**src/rtl/alu_op_sequencer.sv**
```systemverilog
// alu_op_sequencer: multi-cycle controller for the ALU operand-select muxes.
// Each instruction class is stepped through one or two single-cycle ALU
// passes. All outputs are a Moore decode of the state register and the
// class/branch-outcome latched alongside it.
// Optional feature macro: ALU_SEQ_PERF_EN (retired-instruction and
// extra-pass performance counters; tied to zero when undefined).
//
// Handshake: an instruction transfers on a rising edge where
// instr_valid & instr_ready & !flush; instr_ready is high only in IDLE.
// The first ALU pass occupies the following cycle.
module alu_op_sequencer #(
  parameter int CNT_W        = 32,
  parameter bit JALR_LSB_CLR = 1'b1
) (
  input  logic             clk,
  input  logic             reset,
  input  logic             instr_valid,
  output logic             instr_ready,
  input  logic [2:0]       op_class,
  input  logic [2:0]       funct3,
  input  logic             flush,
  input  logic             alu_zero,
  input  logic             alu_lt,
  input  logic             alu_ltu,
  output logic             ALUSrc2,
  output logic             ALUSrc,
  output logic             four_sel,
  output logic             cmp_sub,
  output logic             clr_lsb,
  output logic             rd_we,
  output logic             pc_we,
  output logic             busy,
  output logic             done,
  output logic             illegal,
  output logic [CNT_W-1:0] perf_instr,
  output logic [CNT_W-1:0] perf_stall
);

  typedef enum logic [2:0] {
    S_IDLE = 3'd0,
    S_EXEC = 3'd1,
    S_LINK = 3'd2,
    S_TGT  = 3'd3,
    S_CMP  = 3'd4,
    S_BRX  = 3'd5,
    S_ILL  = 3'd6
  } state_t;

  localparam logic [2:0] CLS_RR     = 3'b000;
  localparam logic [2:0] CLS_RI     = 3'b001;
  localparam logic [2:0] CLS_AUIPC  = 3'b010;
  localparam logic [2:0] CLS_JAL    = 3'b011;
  localparam logic [2:0] CLS_JALR   = 3'b100;
  localparam logic [2:0] CLS_BRANCH = 3'b101;

  state_t     state_q, state_d;
  logic [2:0] cls_q, cls_d;
  logic [2:0] f3_q, f3_d;
  logic       taken_q, taken_d;
  logic       cmp_taken;

  // Branch condition from the ALU flags, using the funct3 latched at accept.
  always_comb begin
    cmp_taken = 1'b0;
    case (f3_q)
      3'b000:  cmp_taken = alu_zero;
      3'b001:  cmp_taken = ~alu_zero;
      3'b100:  cmp_taken = alu_lt;
      3'b101:  cmp_taken = ~alu_lt;
      3'b110:  cmp_taken = alu_ltu;
      3'b111:  cmp_taken = ~alu_ltu;
      default: cmp_taken = 1'b0;
    endcase
  end

  // Next-state, instruction latching and branch-outcome capture.
  always_comb begin
    state_d = state_q;
    cls_d   = cls_q;
    f3_d    = f3_q;
    taken_d = taken_q;
    if (state_q == S_CMP) begin
      taken_d = cmp_taken;
    end
    if (flush) begin
      state_d = S_IDLE;
    end else begin
      case (state_q)
        S_IDLE: begin
          if (instr_valid) begin
            cls_d = op_class;
            f3_d  = funct3;
            case (op_class)
              CLS_RR, CLS_RI, CLS_AUIPC: state_d = S_EXEC;
              CLS_JAL, CLS_JALR:         state_d = S_LINK;
              CLS_BRANCH:                state_d = S_CMP;
              default:                   state_d = S_ILL;
            endcase
          end
        end
        S_LINK:  state_d = S_TGT;
        S_CMP:   state_d = S_BRX;
        default: state_d = S_IDLE;
      endcase
    end
  end

  // State and latched-instruction registers.
  always_ff @(posedge clk or posedge reset) begin
    if (reset) begin
      state_q <= S_IDLE;
      cls_q   <= 3'b000;
      f3_q    <= 3'b000;
      taken_q <= 1'b0;
    end else begin
      state_q <= state_d;
      cls_q   <= cls_d;
      f3_q    <= f3_d;
      taken_q <= taken_d;
    end
  end

  // Moore output decode per pass.
  always_comb begin
    instr_ready = (state_q == S_IDLE);
    busy        = (state_q != S_IDLE);
    ALUSrc2     = 1'b0;
    ALUSrc      = 1'b0;
    four_sel    = 1'b0;
    cmp_sub     = 1'b0;
    clr_lsb     = 1'b0;
    rd_we       = 1'b0;
    pc_we       = 1'b0;
    done        = 1'b0;
    illegal     = 1'b0;
    case (state_q)
      S_EXEC: begin
        rd_we = 1'b1;
        done  = 1'b1;
        case (cls_q)
          CLS_RI:    ALUSrc = 1'b1;
          CLS_AUIPC: begin
            ALUSrc2 = 1'b1;
            ALUSrc  = 1'b1;
          end
          default:   ;
        endcase
      end
      S_LINK: begin
        ALUSrc2  = 1'b1;
        four_sel = 1'b1;
        rd_we    = 1'b1;
      end
      S_TGT: begin
        ALUSrc = 1'b1;
        pc_we  = 1'b1;
        done   = 1'b1;
        if (cls_q == CLS_JALR) begin
          clr_lsb = JALR_LSB_CLR;
        end else begin
          ALUSrc2 = 1'b1;
        end
      end
      S_CMP: begin
        cmp_sub = 1'b1;
      end
      S_BRX: begin
        ALUSrc2 = 1'b1;
        pc_we   = 1'b1;
        done    = 1'b1;
        if (taken_q) begin
          ALUSrc = 1'b1;
        end else begin
          four_sel = 1'b1;
        end
      end
      S_ILL: begin
        illegal = 1'b1;
        done    = 1'b1;
      end
      default: ;
    endcase
  end

`ifdef ALU_SEQ_PERF_EN
  logic [CNT_W-1:0] perf_instr_q, perf_instr_d;
  logic [CNT_W-1:0] perf_stall_q, perf_stall_d;

  // Counter updates: retire on every done pulse, stall on every extra pass.
  always_comb begin
    perf_instr_d = perf_instr_q;
    perf_stall_d = perf_stall_q;
    if (done) begin
      perf_instr_d = perf_instr_q + 1'b1;
    end
    if (state_q == S_LINK || state_q == S_CMP) begin
      perf_stall_d = perf_stall_q + 1'b1;
    end
  end

  // Counter registers; only reset clears them, flush leaves them alone.
  always_ff @(posedge clk or posedge reset) begin
    if (reset) begin
      perf_instr_q <= '0;
      perf_stall_q <= '0;
    end else begin
      perf_instr_q <= perf_instr_d;
      perf_stall_q <= perf_stall_d;
    end
  end

  assign perf_instr = perf_instr_q;
  assign perf_stall = perf_stall_q;
`else
  assign perf_instr = '0;
  assign perf_stall = '0;
`endif

endmodule
```
**config.mk**
```make
export PLATFORM = sky130hd
export DESIGN_NAME = alu_op_sequencer
export DESIGN_NICKNAME = d
export VERILOG_FILES = /design/src/rtl/alu_op_sequencer.sv
export SDC_FILE = /design/constraint.sdc
export NUM_CORES = 1
export LEC_CHECK = 0
export ABC_AREA = 1
export CELL_PAD_IN_SITES_DETAIL_PLACEMENT = 1
export CELL_PAD_IN_SITES_GLOBAL_PLACEMENT = 1
export CORE_UTILIZATION = 24
export CTS_CLUSTER_DIAMETER = 100
export CTS_CLUSTER_SIZE = 20
export DETAILED_ROUTE_END_ITERATION = 6
export GPL_TIMING_DRIVEN = 0
export PLACE_DENSITY = 0.83
export SYNTH_ARGS = -nofsm -noshare
export SYNTH_HDL_FRONTEND = slang
export SYNTH_SLANG_ARGS = --single-unit
```
**constraint.sdc**
```tcl
create_clock -name clk -period 3.55 [get_ports clk]
set_input_delay 0.71 -clock clk [delete_from_list [all_inputs] [get_ports clk]]
set_output_delay 0.71 -clock clk [all_outputs]
set_load 0.01 [all_outputs]
```
==> results_dict.tcl, run 1 <==
set metrics [dict create \
    seq_area_frac_synth_pct 21.6 \
    ys_types 20 \
    final_cells 297 \
    nFillCells 591 \
    power.leakage_nw 1.04 \
    start_util_pct 25.7 \
    path_cells "inv_2, nand2_1, nor2_1, nand4_1, nand3b_1, clkdlybuf4s50_1" \
    cap_viol_max_count 0 \
    hold_buffers 0 \
    fin_hold_ws_ns 0.520 \
    final-setup-viol-count 0 \
    powerDensity_mw_per_mm2 330 \
    htreeDepth 1 \
    path_class "register to output port" \
    status "finished clean" \
    grtUsageTotal_pct 9.38 \
    fin_crit_sh_pct 70.9 \
    start_kind "register" \
    grt_pass1_vias 859 \
    diodes 0 \
    postSynthCellCount 155 \
    gp_congestion 0.710 \
    core_area_mm2 0.00450 \
    synth_area_mm2 0.00116 \
    hp-class "register to register" \
    crit_fanout 6 \
    drt_pass1_iterations 4 \
    die_area_mm2 0.00510 \
    cts.repair.resized 0 \
    cp_data_required_time_ns 2.84 \
    fin_crit_ns 2.52 \
    wl_mm 2.32 \
    clock_skew_ns 0.000590 \
    drive_gt1_share_pct 34.3 \
    grt.met2_usage_pct 16.8 \
    peakVddDrop_mv 0.138 \
    power_uw 576 \
    drc 0 \
    fmax_mhz 398 \
    crit_arrival_ns 1.81 \
    post-cts-setup-buffers 0 \
    wl_per_cell_um 7.80 \
    slew_viol_final 0 \
    hold_viol 0 \
    yosys_warnings 0 \
    syn-mean-instance-area_um2 7.47 \
    drt-initial-drc-count 14 \
    grt_antenna_before_repair 0 \
    nNetsFinal 259 \
    end_kind "output port" \
    dpl.hpwl_mm 2.12 \
    setup_tns_ns 0 \
    grt_use_met3_pct 1.69 \
    rsz0062_at_grt "no" \
    busiest_layer "met2" \
    grt_pass1_wl_mm 3.80 \
    routed_via_density 3.40 \
    grt_max_degree 11 \
    cts_tree "built" \
    clk_pin_slew_ns 0.05 \
    slowest_stage "clkdlybuf4s50_1" \
    numCtsBuffers 3 \
    gr-usage-met1_pct 10.6 \
    area_growth_pct 50.7 \
    dp_slack_ns 1.27 \
    gr-total-overflow 0 \
    cts.sinks 10 \
    via_count 1011 \
    die_width_um 71.4 \
    port_buffers 23 \
    dp_cells 293 \
    cpPeakStageDelay_ns 0.55 \
    ys_seq_elements 10 \
    clock_path_buffers 2 \
    cts_root_buf "clkbuf_8" \
    drtAntennaViolNets 0 \
    worst_slack_ns 1.03 \
    rows 24 \
    ios 88 \
    final_cell_mix "buf_4, conb_1, clkdlybuf4s50_1" \
    fp.dieH_um 71.4 \
    clk_latency_ns 0.23 \
]
## power breakdown
part | total, mW | internal [mW] | switching, mW
clock network | 0.141 | 0.0973 | 0.0432
logic | 0.260 | 0.131 | 0.129
registers | 0.175 | 0.143 | 0.0319
## final timing paths
check / startpoint / to / slack (ns) / cells past startpoint
max reg2reg: state_q[1] / f3_q[0] / 2.28 / 7
min in group asynchronous: reset / f3_q[2] / 0.74 / 2
min reg2reg: cls_q[1] / cls_q[1] / 0.52 / 2
max: state_q[2] / ALUSrc / 1.03 / 6
max in group asynchronous: reset / state_q[0] / 2.55 / 2
min: cls_q[1] / cls_q[1] / 0.52 / 2
## sequential cells by signal, indices dropped and copies added (netlist names)
name and flops:
cls_q 3, f3_q 3, state_q 3, taken_q 1
## area by class of cell
cell class                      count  area (µm²)  share of cell area, %
Multi-Input combinational cell    123         574                   32.9
Clock buffer                        4        55.1                   3.16
Tap cell                           52        65.1                   3.73
Inverter                           20        77.6                   4.45
Buffer                             65         492                   28.2
Sequential cell                    10         250                   14.3
Timing Repair Buffer               23         230                   13.2
## routing by layer
metal	wire length, µm	share of wire, %
met5	0	0
met4	42	1.8
met3	199	8.6
met2	1140	49
met1	933	40
## metrics by stage
stage               instance area, µm²  util (%)
floorplan                         1390         -
global placement                  1690      37.5
detailed placement                1690      37.5
CTS                               1740      38.7
global route                      1740      38.7
finish                            1740      38.7
## critical path, delay by kind of cell, from the launching register on
family	cells	cell delay, ns
buf+inv	2	0.69
flops	1	0.41
simple gates	4	0.47
## cells in the mapped netlist
cell	n	share of area, %
inv_2	1	0.32
nand2_2	4	2.2
nand3b_1	2	1.3
inv_1	18	5.8
dfrtp_1	10	22
nand2_4	1	0.97
nand4_1	4	2.2
nor2_4	1	0.97
nand2_1	15	4.9
buf_4	64	42
nand3_4	1	1.5
nor2_1	5	1.6
conb_1	1	0.32
and2_0	1	0.54
o21ai_0	5	2.2
o21ai_2	6	4.5
a21oi_1	5	2.2
buf_6	1	0.97
inv_4	1	0.54
nand3_1	9	3.9
## kinds of logic (layout without fill, tap and decap cells)
family | after synthesis | count (layout) | share of synthesized area [%]
other cells | 1 | 64 | 0.324
buf+inv | 85 | 112 | 49.2
simple gates | 43 | 43 | 20.0
compound gates | 16 | 16 | 8.86
flops | 10 | 10 | 21.6
No activity file was read; power rests on OpenSTA's default activity.
==> inputs of run 2 (changes only) <==
--- a/config.mk
+++ b/config.mk
@@ -8,12 +8,12 @@
 export ABC_AREA = 1
 export CELL_PAD_IN_SITES_DETAIL_PLACEMENT = 1
 export CELL_PAD_IN_SITES_GLOBAL_PLACEMENT = 1
-export CORE_UTILIZATION = 24
+export CORE_UTILIZATION = 22
 export CTS_CLUSTER_DIAMETER = 100
 export CTS_CLUSTER_SIZE = 20
 export DETAILED_ROUTE_END_ITERATION = 6
 export GPL_TIMING_DRIVEN = 0
-export PLACE_DENSITY = 0.83
+export PLACE_DENSITY = 0.77
 export SYNTH_ARGS = -nofsm -noshare
 export SYNTH_HDL_FRONTEND = slang
 export SYNTH_SLANG_ARGS = --single-unit
==> constraint.sdc (replaced) <==
create_clock -name clk -period 2.64 [get_ports clk]
set_input_delay 0.528 -clock clk [delete_from_list [all_inputs] [get_ports clk]]
set_output_delay 0.528 -clock clk [all_outputs]
set_load 0.01 [all_outputs]
==> run 2 against run 1 <==
  * Clock-buffer cell count decreased by 1
  * Core utilization shrank 4.2 points
  * First-iteration DRC count increased by 21%
  * Global-route usage down 0.43 points
  * Flip-flop and latch count unchanged
  * Total power up 27%
  * Non-clock buffer count unchanged
  * Final area grew 0.50%
  * Register-to-register slack got worse by 0.90 ns
  * Combinational power grew 35%
  * Wire length increased by 4.0%
  * Via count grew 2.7%
==> results_dict.tcl, run 2 (synthesis gave the netlist of run 1 again) <==
set metrics [dict create \
    routed_via_density 3.31 \
    netSwitchingFraction_pct 36.3 \
    final_cell_mix "buf_4, conb_1, clkdlybuf4s50_1" \
    slowest_stage "clkdlybuf4s50_1" \
    nNetsFinal 259 \
    place_area_mm2 0.00171 \
    wl_per_cell_um 7.68 \
    cp_num_buf_inv 2 \
    drt_pass1_iterations 4 \
    grt_pass1_wl_mm 3.82 \
    cts_root_buf "clkbuf_8" \
    clkPwrFrac_pct 20.1 \
    gr-total-overflow 0 \
    power_frac_comb_pct 47.7 \
    port_buffers 23 \
    hold_viol 0 \
    drtAntennaViolNets 0 \
    cts_tree "built" \
    power_uw 734 \
    dpl.hpwl_mm 2.24 \
    crit_family "buffers and inverters" \
    die_width_um 74.5 \
    cts.repair.resized 0 \
    htreeDepth 1 \
    busiest_layer "met2" \
    crit_fanout 6 \
    grt_max_degree 11 \
    grtUsageTotal_pct 8.94 \
    status "finished clean" \
    power.internal_uw 467 \
    ios 88 \
    peakVddDrop_mv 0.163 \
    gp_congestion 0.724 \
    diodes 0 \
    wl_mm 2.41 \
    nFillCells 673 \
    cap_viol_max_count 0 \
    core_area_mm2 0.00507 \
    gr-usage-met1_pct 8.76 \
    die_area_mm2 0.00555 \
    via_count 1038 \
    fin_crit_sh_pct 89.3 \
    p_seq_share_pct 32.3 \
    post-route-cell-area_mm2 0.00175 \
    rsz0062_at_grt "no" \
    numCtsBuffers 3 \
    path_class "register to output port" \
    hold_buffers 0 \
    grt_antenna_before_repair 0 \
    rows 26 \
    grt.met2_usage_pct 17.2 \
    worst_slack_ns 0.284 \
    clk_pin_slew_ns 0.04 \
    drc 0 \
    power.leakage_nw 1.03 \
    fp.dieH_um 74.5 \
    crit_arrival_ns 1.83 \
    powerDensity_mw_per_mm2 419 \
    cts.sinks 10 \
    area_growth_pct 51.5 \
    clk_latency_ns 0.23 \
    cpMostUsedCell "nand4_1" \
    clock_skew_ns 0.000278 \
    setup_tns_ns 0 \
    switchingPower_uw 266 \
    hp-class "register to register" \
    drt-initial-drc-count 17 \
    top_regs "cls_q x3, f3_q x3, state_q x3" \
    grt_pass1_vias 926 \
    end_kind "output port" \
    grt_use_met3_pct 1.22 \
    slew_viol_final 0 \
    drive_gt1_share_pct 34.0 \
    final-setup-viol-count 0 \
    fin_crit_ns 2.36 \
    path_cells "inv_2, nand2_1, nor2_1, nand4_1, nand4_1, clkdlybuf4s50_1" \
    dp_slack_ns 0.511 \
    fmax_mhz 424 \
    cpPeakStageDelay_ns 0.56 \
    start_util_pct 22.8 \
    cp_data_required_time_ns 2.11 \
    clock_path_buffers 2 \
    start_kind "register" \
    post-cts-setup-buffers 0 \
]
run 2: changes by cell type in the layout (fill, tap and decap cells not counted), sizes merged:
cell    previous run  this run
clkbuf             4         3
run 2: final timing paths:
check | from | to | slack, ns | depth (start not counted)
worst max register to register | state_q[1] | cls_q[1] | 1.38 | 7
min in group asynchronous | reset | f3_q[1] | 0.57 | 2
worst min-delay path | cls_q[0] | cls_q[0] | 0.52 | 2
max in group asynchronous | reset | state_q[0] | 1.80 | 2
worst max-delay path | state_q[2] | ALUSrc2 | 0.28 | 6
worst min register to register | cls_q[0] | cls_q[0] | 0.52 | 2
run 2: final cells by class:
| cell class | count | area, µm² | area share (%) |
|---|---|---|---|
| Tap cell | 70 | 87.6 | 5.00 |
| Timing Repair Buffer | 23 | 230 | 13.1 |
| Clock buffer | 3 | 41.3 | 2.36 |
| Buffer | 65 | 492 | 28.1 |
| Sequential cell | 10 | 250 | 14.3 |
| Multi-Input combinational cell | 123 | 574 | 32.8 |
| Inverter | 20 | 77.6 | 4.43 |
run 2: power groups by stage:
stage / combinational (mW) / sequential, mW / clock (mW)
finish: 0.350 / 0.237 / 0.147
global route: 0.392 / 0.244 / 0.162
CTS: 0.349 / 0.237 / 0.155
detailed placement: 0.348 / 0.239 / 0
global placement: 0.339 / 0.236 / 0
floorplan: 0.258 / 0.226 / 0
run 2: worst min-delay path: cells and delay by family, from the launching register on:
family	cells	cell delay, ns
flip-flops	1	0.38
AO/OA/AOI/OAI	1	0.04
AND/OR/NAND/NOR	1	0.07
run 2: per-stage QoR:
step	hold WS, ns	utilization [%]	cells
after floorplan	0.368	-	218
after global placement	0.499	33.7	311
after detailed placement	0.509	33.7	311
after CTS	0.521	34.5	314
after global routing	0.554	34.5	314
final	0.518	34.5	314
run 2: metal layers:
layer  share of wire [%]  vias to the layer above
met5                   0                        -
met4                 2.3                        0
met3                 7.0                        4
met2                  54                       49
met1                  37                      452
li1                    -                      533
